[config.mk]
export PLATFORM = sky130hd
export DESIGN_NAME = controle_servo_multi
export DESIGN_NICKNAME = d
export VERILOG_FILES = /design/src/rtl/controle_servo_pkg.sv /design/src/rtl/controle_servo_multi_canal.sv /design/src/rtl/controle_servo_multi.sv
export SDC_FILE = /design/constraint.sdc
export NUM_CORES = 1
export LEC_CHECK = 0
export ABC_AREA = 1
export BUFFER_PORTS_ARGS = -buffer_cell sky130_fd_sc_hd__buf_2
export CORE_UTILIZATION = 60
export CTS_CLUSTER_DIAMETER = 120
export DETAILED_ROUTE_END_ITERATION = 16
export PLACE_DENSITY = 0.78
export SYNTH_ARGS = -nofsm -noshare
export SYNTH_HDL_FRONTEND = slang
export SYNTH_SLANG_ARGS = --single-unit
[constraint.sdc]
create_clock -name clock -period 1.9 [get_ports clock]
set_input_delay 0.19 -clock clock [delete_from_list [all_inputs] [get_ports clock]]
set_output_delay 0.19 -clock clock [all_outputs]
set_load 0.05 [all_outputs]
[src/rtl/controle_servo_pkg.sv]
// Shared types and elaboration-time helpers for the multi-channel servo controller.
// Pulse-width table and counter sizing are pure constant functions.
package controle_servo_pkg;

  typedef enum logic {
    PARADO  = 1'b0,
    MOVENDO = 1'b1
  } estado_servo_t;

  function automatic int larg_contador(input int periodo);
    return (periodo > 2) ? $clog2(periodo) : 1;
  endfunction

  // Linear map of position p onto [larg_min, larg_max], remainder discarded.
  function automatic int largura_de(input int p, input int larg_pos,
                                    input int larg_min, input int larg_max);
    return larg_min + (p * (larg_max - larg_min)) / ((1 << larg_pos) - 1);
  endfunction

endpackage

[src/rtl/controle_servo_multi_canal.sv]
// One servo channel: target/current width registers, optional per-frame slew
// limit (CONTROLE_SERVO_RAMPA_EN), PWM comparator and pronto flag.
//
// state   | meaning
// PARADO  | current width equals target width
// MOVENDO | current width still ramping toward target
module canal_servo
  import controle_servo_pkg::*;
#(
  parameter int LARG_POS     = 2,
  parameter int CONF_PERIODO = 1_000_000,
  parameter int LARG_MIN     = 50_000,
  parameter int LARG_MAX     = 100_000
`ifdef CONTROLE_SERVO_RAMPA_EN
  , parameter int PASSO      = 5_000
`endif
) (
  input  logic                                   clock,
  input  logic                                   reset,
  input  logic [larg_contador(CONF_PERIODO)-1:0] contador,
  input  logic                                   amostra,
  input  logic [LARG_POS-1:0]                    posicao,
  output logic                                   controle,
  output logic                                   pronto
);

  localparam int W    = larg_contador(CONF_PERIODO);
  localparam int NPOS = 1 << LARG_POS;
  localparam logic [W-1:0] LMIN = W'(LARG_MIN);

  logic [W-1:0] tabela [NPOS];

  for (genvar p = 0; p < NPOS; p++) begin : g_tabela
    assign tabela[p] = W'(largura_de(p, LARG_POS, LARG_MIN, LARG_MAX));
  end

  estado_servo_t estado, estado_prox;
  logic [W-1:0]  alvo, atual, alvo_novo, atual_prox;
`ifdef CONTROLE_SERVO_RAMPA_EN
  logic [W-1:0]  dif;
`endif

  always_comb begin
    alvo_novo = tabela[posicao];
`ifdef CONTROLE_SERVO_RAMPA_EN
    dif = (alvo_novo >= atual) ? (alvo_novo - atual) : (atual - alvo_novo);
    // A step larger than dif only happens when dif <= PASSO, so the
    // truncated PASSO below never wraps.
    if (int'(dif) <= PASSO)
      atual_prox = alvo_novo;
    else if (alvo_novo > atual)
      atual_prox = atual + W'(PASSO);
    else
      atual_prox = atual - W'(PASSO);
`else
    atual_prox = alvo_novo;
`endif
    estado_prox = (atual == alvo) ? PARADO : MOVENDO;
    if (amostra)
      estado_prox = (atual_prox == alvo_novo) ? PARADO : MOVENDO;
  end

  always_ff @(posedge clock or posedge reset) begin
    if (reset)
      estado <= PARADO;
    else
      estado <= estado_prox;
  end

  always_ff @(posedge clock or posedge reset) begin
    if (reset) begin
      alvo     <= LMIN;
      atual    <= LMIN;
      controle <= 1'b0;
    end else begin
      controle <= (contador < atual);
      if (amostra) begin
        alvo  <= alvo_novo;
        atual <= atual_prox;
      end
    end
  end

  assign pronto = (estado == PARADO);

endmodule

[src/rtl/controle_servo_multi.sv]
// Multi-channel servo PWM controller: shared frame counter, one canal_servo per
// channel. Slew limiting is enabled by defining CONTROLE_SERVO_RAMPA_EN.
module controle_servo_multi
  import controle_servo_pkg::*;
#(
  parameter int CANAIS       = 2,
  parameter int LARG_POS     = 2,
  parameter int CONF_PERIODO = 1_000_000,
  parameter int LARG_MIN     = 50_000,
  parameter int LARG_MAX     = 100_000,
  parameter int PASSO        = 5_000,
  parameter int DB_CANAL     = 0
) (
  input  logic                         clock,
  input  logic                         reset,
  input  logic [CANAIS*LARG_POS-1:0]   posicao,
  output logic [CANAIS-1:0]            controle,
  output logic                         db_controle,
  output logic [CANAIS-1:0]            pronto,
  output logic                         fim_periodo
);

  localparam int W = larg_contador(CONF_PERIODO);
  localparam logic [W-1:0] ULTIMO = W'(CONF_PERIODO - 1);

  if (CANAIS < 1 || CANAIS > 8) begin : g_erro_canais
    $fatal(1, "controle_servo_multi: CANAIS must be 1..8");
  end
  if (LARG_MIN < 0 || LARG_MIN > LARG_MAX || LARG_MAX >= CONF_PERIODO) begin : g_erro_larg
    $fatal(1, "controle_servo_multi: need 0 <= LARG_MIN <= LARG_MAX < CONF_PERIODO");
  end
  if (PASSO < 1) begin : g_erro_passo
    $fatal(1, "controle_servo_multi: PASSO must be >= 1");
  end
  if (DB_CANAL < 0 || DB_CANAL >= CANAIS) begin : g_erro_db
    $fatal(1, "controle_servo_multi: DB_CANAL must be < CANAIS");
  end

  logic [W-1:0] contador;

  always_ff @(posedge clock or posedge reset) begin
    if (reset)
      contador <= '0;
    else if (fim_periodo)
      contador <= '0;
    else
      contador <= contador + W'(1);
  end

  assign fim_periodo = (contador == ULTIMO);

  for (genvar i = 0; i < CANAIS; i++) begin : g_canal
    canal_servo #(
      .LARG_POS     (LARG_POS),
      .CONF_PERIODO (CONF_PERIODO),
      .LARG_MIN     (LARG_MIN),
      .LARG_MAX     (LARG_MAX)
`ifdef CONTROLE_SERVO_RAMPA_EN
      , .PASSO      (PASSO)
`endif
    ) u_canal (
      .clock    (clock),
      .reset    (reset),
      .contador (contador),
      .amostra  (fim_periodo),
      .posicao  (posicao[i*LARG_POS +: LARG_POS]),
      .controle (controle[i]),
      .pronto   (pronto[i])
    );
  end

  assign db_controle = controle[DB_CANAL];

endmodule

==> metrics.csv, run 1 <==
metric,value,unit
global-route wire length before repair,10570,um
crit-path max cell delay,0.46,ns
Total Power,1465,uW
worst hold slack,-0.01489,ns
Pre-antenna DRT Iters,8,
routed wire length,6039,um
Flop pwr share,58.1,%
via count of the routed design,2363,
Layout fillers,361,
I/O pin total,12,
failing checks,negative hold slack,
Placed Instances,436,
Final period util,94.77,%
Clock Sinks,40,
status,"finished, violations left",
initial DRC count,204,
Final Util,68.57,%
Worst Reg-to-Reg Cells,7,
post-synthesis cell type count,30,
register area share after synthesis,35.47,%
full die area,5030,sq um
flop-to-flop setup slack,0.29,ns
Syn Area/Cell,7.601,sq um
clock slew at reported path FFs,0.08,ns
CP max-delay cell,dfrtp_1,
Final Hold Fails,12,
crit path max fanout,5,
register area,1011,sq um
Int Pwr,1120,uW
HPWL after DPL,4656,um
setup violators final,0,
Max VDD drop,0.0003996,V
clock skew,0.01307,ns
"Area growth, synth to finish",7.638,%
# diodes,0,
"EDFF count, synth",0,
max frequency,555.4,MHz
CP startpoint kind,register,
leakage power,0.001854,uW
Final Cell Area,3068,sq um
Psw,345.2,uW
"commonest cells after routing, fill and taps aside","nand2_1, inv_1, nor2_1",
reg-to-reg startpoint,contador[7],
CP required,1.71,ns
gr ovfl total,0,
CTS Root Cell,clkbuf_8,
Metal-1 WL,2857,um
CTS tree,yes,
combinational share of power,3.6,%
Net Sw Frac,23.56,%
"FFs w/ async S/R, synth",100.0,%
max layer used,met4,
Final TNS setup,0,ns
vias per cell,5.286,
Clock power frac,38.2,%
crit-path cells,inv_1 -> nand2_1 -> nor3b_4 -> nand3_4 -> inv_2 -> buf_6,
largest net degree at the start of global routing,41,
H-tree levels,2,
Starting Density,63.70,%
fin cells,447,
crit path buf inv count,3,
"most common cell after layout, fill and taps aside",nand2_1,
total core area,4474,sq um
Post-Synthesis Cells,375,
"Arr. time, crit path",1.61,ns
final net count,435,
DRC,0,
cell family with most CP delay,simple AND/OR/NAND/NOR gates,
die height,70.93,um
All-Layer GR Usage,27.74,%
Worst setup EP type,primary output,
"flops & latches, synth",40,
GP Congestion,0.9950,
clock latency on the worst-skew pair,0.30,ns
clock buffer depth,2,
antenna violations before repair,0,
mapped cell area,2850,sq um
multi-input logic area,1548,sq um
Port Buf Inserts,9,
share of cells above drive strength 1,14.18,%
routed wire length per instance,13.51,um
Tmin final,1.801,ns
Post-synth top flop,dfrtp_1,
critical path class,register to primary output,
Antenna Nets Post-Route,0,
die width,70.93,um
Max-cap violations,0,
PD cells,477.5,nW/um^2
met2 WL,2644,um
Placement Cell Area,2952,sq um
YS warnings,0,
Slew Limit Fails,0,
met3 WL,309,um
Num CTS Buffers,5,
RSZ-0062 raised after global routing,false,
vias in the first global route,2290,
Critical R2R Capture,g_canal[1].u_canal.alvo[7],
Rows,24,
HP Class,primary input to asynchronous set/reset pin,
[layout make-up]
type,instances,area share [%]
multi-input cells,267,50.45
flip-flops and latches,40,32.95
inverters,60,7.341
repair buffers,20,4.364
clock buffers,6,2.365
well taps,52,2.121
clock inverters,2,0.4078
[layer usage]
layer  vias up  global-route usage (%)
met5         -                       0
met4         0                   12.44
met3        25                   5.698
met2        79                   43.80
met1      1061                   37.03
li1       1198                       -
[power by group through the flow]
stage | combinational, uW | sequential (uW) | clock [uW]
finish | 53.3 | 852 | 560
global route | 61.7 | 851 | 611
CTS | 54.5 | 852 | 566
detailed placement | 54.3 | 868 | 0
global placement | 53.5 | 868 | 0
floorplan | 40.4 | 868 | 0
[worst max path at each step]
stage | start | end | slack [ns] | depth (start not counted)
2_1_floorplan | contador[0] | fim_periodo | 0.36 | 8
3_3_place_gp | contador[0] | g_canal[0].u_canal.alvo[7] | 0.28 | 9
3_5_place_dp | contador[1] | g_canal[0].u_canal.alvo[5] | 0.18 | 9
4_1_cts | contador[0] | fim_periodo | 0.05 | 8
5_1_grt | contador[1] | fim_periodo | 0.007 | 8
6_report | contador[7] | fim_periodo | 0.1 | 6
[stage by stage]
step	setup slack, ns	hold WS, ns
2_1_floorplan	0.3637	0.4019
4_1_cts	0.05366	0.008203
5_1_grt	0.006718	0.05872
6_report	0.09946	-0.01489
3_3_place_gp	0.2750	0.3338
3_5_place_dp	0.1772	0.3337
[synth_stat cells (3+ instances only)]
cell	count	area [sq um]
o21ai_0	4	20.02
a21oi_1	11	55.05
ha_1	35	437.9
nand3b_1	3	22.52
dfstp_2	8	210.2
nand4_1	6	37.54
o21ai_2	8	70.07
dfrtp_1	32	800.8
xnor2_1	3	26.28
nor2_1	46	172.7
inv_1	58	217.7
nor3_1	4	20.02
nand2_1	107	401.6
xor2_1	8	70.07
buf_4	6	45.04
nand3_1	16	80.08
[logic make-up (layout without fill, tap and decap cells)]
group | count (synthesis) | in the layout | synth area share, %
simple gates | 193 | 193 | 29.50
buf+inv | 69 | 88 | 10.45
xor+xnor | 11 | 11 | 3.380
compound gates | 26 | 26 | 5.707
flops | 40 | 40 | 35.47
other cells | 1 | 2 | 0.1316
fa+ha+maj | 35 | 35 | 15.36
[worst register-to-register path: cells and delay by family (launching register included)]
family | cells | cell delay [ns]
simple gates | 4 | 0.60
buf+inv | 2 | 0.38
compound gates | 1 | 0.05
flops | 1 | 0.46
[repair_timing]
item                                    in CTS  in global routing
endpoints found under the setup margin       1                  1
resized for setup                            1                  2
pin swaps                                    1                  0
setup buffers                                3                  0
hold buffers                                 0                  0
[registers in the layout, summed over array words and instances, names as in the netlist]
register / count
g_canal.u_canal.alvo: 18
g_canal.u_canal.controle: 2
contador: 20
Power figures use the tool's default switching activity.
==> run 2: changes to the inputs <==
--- a/config.mk
+++ b/config.mk
@@ -11,6 +11,7 @@
 export CTS_CLUSTER_DIAMETER = 120
 export DETAILED_ROUTE_END_ITERATION = 16
 export PLACE_DENSITY = 0.78
+export REMOVE_ABC_BUFFERS = 1
 export SYNTH_ARGS = -nofsm -noshare
 export SYNTH_HDL_FRONTEND = slang
 export SYNTH_SLANG_ARGS = --single-unit
==> run 2 against run 1 <==
Compared with the run above:
- the run now ends clean
- fmax increased by 0.26%
- sequential share of layout area fell by 0.40 points
- clock-buffer cell count decreased by 1
- wire length grew 6.7%
- register-to-register slack improved by 0.03 ns
- clock power is 25% higher
- worst hold slack better by 0.018 ns
- sequential power hardly changed
- non-clock buffer count grew 2
- setup slack better by 0.0047 ns
- critical endpoint unchanged
- highest routed layer unchanged
==> metrics.csv, run 2 (synthesis gave the netlist of run 1 again) <==
metric,value,unit,change
Starting Density,63.70,%,unchanged
biggest regs,"contador x20, g_canal.u_canal.alvo x18, g_canal.u_canal.controle x2",,
Slew Limit Fails,0,,unchanged
CTS tree,yes,,
max layer used,met4,,
Place WS,0.2003,ns,+0.02315 ns
clock skew,0.008056,ns,-0.005011 ns
Tmin final,1.796,ns,-0.004721 ns
"Arr. time, crit path",1.61,ns,about the same
Metal-1 WL,2829,um,-0.98%
Max-slew headroom,65.35,%,
I/O pin total,12,,unchanged
critical path class,register to primary output,,
CTS Root Cell,clkbuf_8,,
post-route worst setup slack,0.1042,ns,+0.004721 ns
Max-cap violations,0,,unchanged
largest net degree at the start of global routing,41,,unchanged
Port Buf Inserts,9,,unchanged
# diodes,0,,unchanged
die height,70.93,um,unchanged
HP Class,primary input to asynchronous set/reset pin,,
clock buffer depth,2,,unchanged
Worst setup EP type,primary output,,
Final Hold Fails,0,,-12
number of flip-flops in the largest register,20,,unchanged
setup violators final,0,,unchanged
die width,70.93,um,unchanged
routed wire length,6442,um,+6.7%
Antenna Nets Post-Route,0,,unchanged
full die area,5030,sq um,unchanged
GP Congestion,0.8959,,-10%
global-route wire length before repair,10960,um,+3.7%
clock latency on the worst-skew pair,0.30,ns,about the same
Worst-Margin Slew,0.5198,ns,
leakage power,0.001871,uW,+0.91%
"commonest cells after routing, fill and taps aside","nand2_1, inv_1, nor2_1",,
"Area growth, synth to finish",9.087,%,
H-tree levels,2,,unchanged
CP required,1.71,ns,about the same
Max VDD drop,0.0004475,V,+12%
total core area,4474,sq um,unchanged
crit path max fanout,3,,-2
Num CTS Buffers,5,,unchanged
share of cells above drive strength 1,15.62,%,+1.4 points
clock slew at reported path FFs,0.09,ns,about the same
Final Cell Area,3109,sq um,+1.3%
initial DRC count,253,,+24%
Placement Cell Area,2952,sq um,unchanged
Layout fillers,373,,+3.3%
"most common cell after layout, fill and taps aside",nand2_1,,
Top reg by flops,contador,,
CP startpoint kind,register,,
Final period util,94.52,%,-0.25 points
met2 WL,3119,um,+18%
antenna violations before repair,0,,unchanged
PD cells,515.3,nW/um^2,+7.9%
Rows,24,,unchanged
routed wire length per instance,14.35,um,+6.2%
gr ovfl total,0,,unchanged
met3 WL,332,um,+7.4%
Clock Sinks,40,,unchanged
DRC,0,,unchanged
max frequency,556.8,MHz,+0.26%
status,"complete, no violations",,
vias in the first global route,2369,,+3.4%
HPWL after DPL,4844,um,+4.0%
final net count,437,,+0.46%
vias per cell,5.559,,+5.2%
Pre-antenna DRT Iters,5,,-3
Final Util,69.49,%,+0.92 points
worst hold slack,0.003011,ns,+0.01790 ns
via count of the routed design,2496,,+5.6%
All-Layer GR Usage,28.50,%,+0.76 points
run 2: layer usage:
layer	vias to the layer above	global-route usage (%)
met5	-	0
li1	1202	-
met1	1184	36.90
met3	16	5.271
met2	94	47.65
met4	0	11.11
run 2: critical path, cell delays in order (launching register included):
cell and delay [ns]:
dfrtp_1 0.35, ha_1 0.17, nand2_1 0.07, inv_1 0.10
nand2_2 0.11, nor2_4 0.16, nand3_4 0.11, inv_2 0.07
buf_4 0.19
run 2: final timing paths:
check                                      startpoint                           to  slack [ns]  cells past startpoint
max                                       contador[0]                  fim_periodo        0.10                      8
min                                             reset  g_canal[1].u_canal.controle       0.003                      3
max reg2reg                               contador[3]                 contador[18]        0.32                      7
min reg2reg                g_canal[1].u_canal.alvo[6]   g_canal[1].u_canal.alvo[6]        0.47                      2
max in group asynchronous                       reset                 contador[14]        1.50                      3
min in group clock                         posicao[0]   g_canal[0].u_canal.alvo[5]        0.23                      3
run 2: what timing repair did:
| item | CTS | global route |
|---|---|---|
| setup buffers | 3 | 2 |
| endpoints found under the setup margin | 1 | 1 |
| pin swaps | 1 | 2 |
| gates resized for setup | 1 | 4 |
| hold buffers | 0 | 0 |
run 2: cell type report:
| class | instances | area (sq um) | share of cell area (%) |
|---|---|---|---|
| tap | 52 | 65.06 | 2.093 |
| multi-input combinational | 267 | 1550 | 49.86 |
| inverter | 60 | 225.2 | 7.243 |
| clock buffer | 5 | 68.82 | 2.213 |
| timing repair buffer | 22 | 145.1 | 4.668 |
| sequential | 40 | 1012 | 32.56 |
| clock inverter | 3 | 42.54 | 1.368 |
run 2: metrics by stage:
step / TNS (ns) / std cells / total power, uW
after floorplan: 0 / 367 / 904.8
after global routing: -0.007466 / 449 / 1665
after global placement: 0 / 436 / 921.1
final: 0 / 449 / 1602
after detailed placement: 0 / 436 / 921.9
after CTS: 0 / 447 / 1625
run 2: where the power goes:
part / internal (uW) / switching (uW) / leakage [uW]
clock: 389 / 310 / 0.0000541
sequential: 851 / 0 / 0.000452
combinational: 11.4 / 41.1 / 0.00136
total: 1250 / 351 / 0.00187
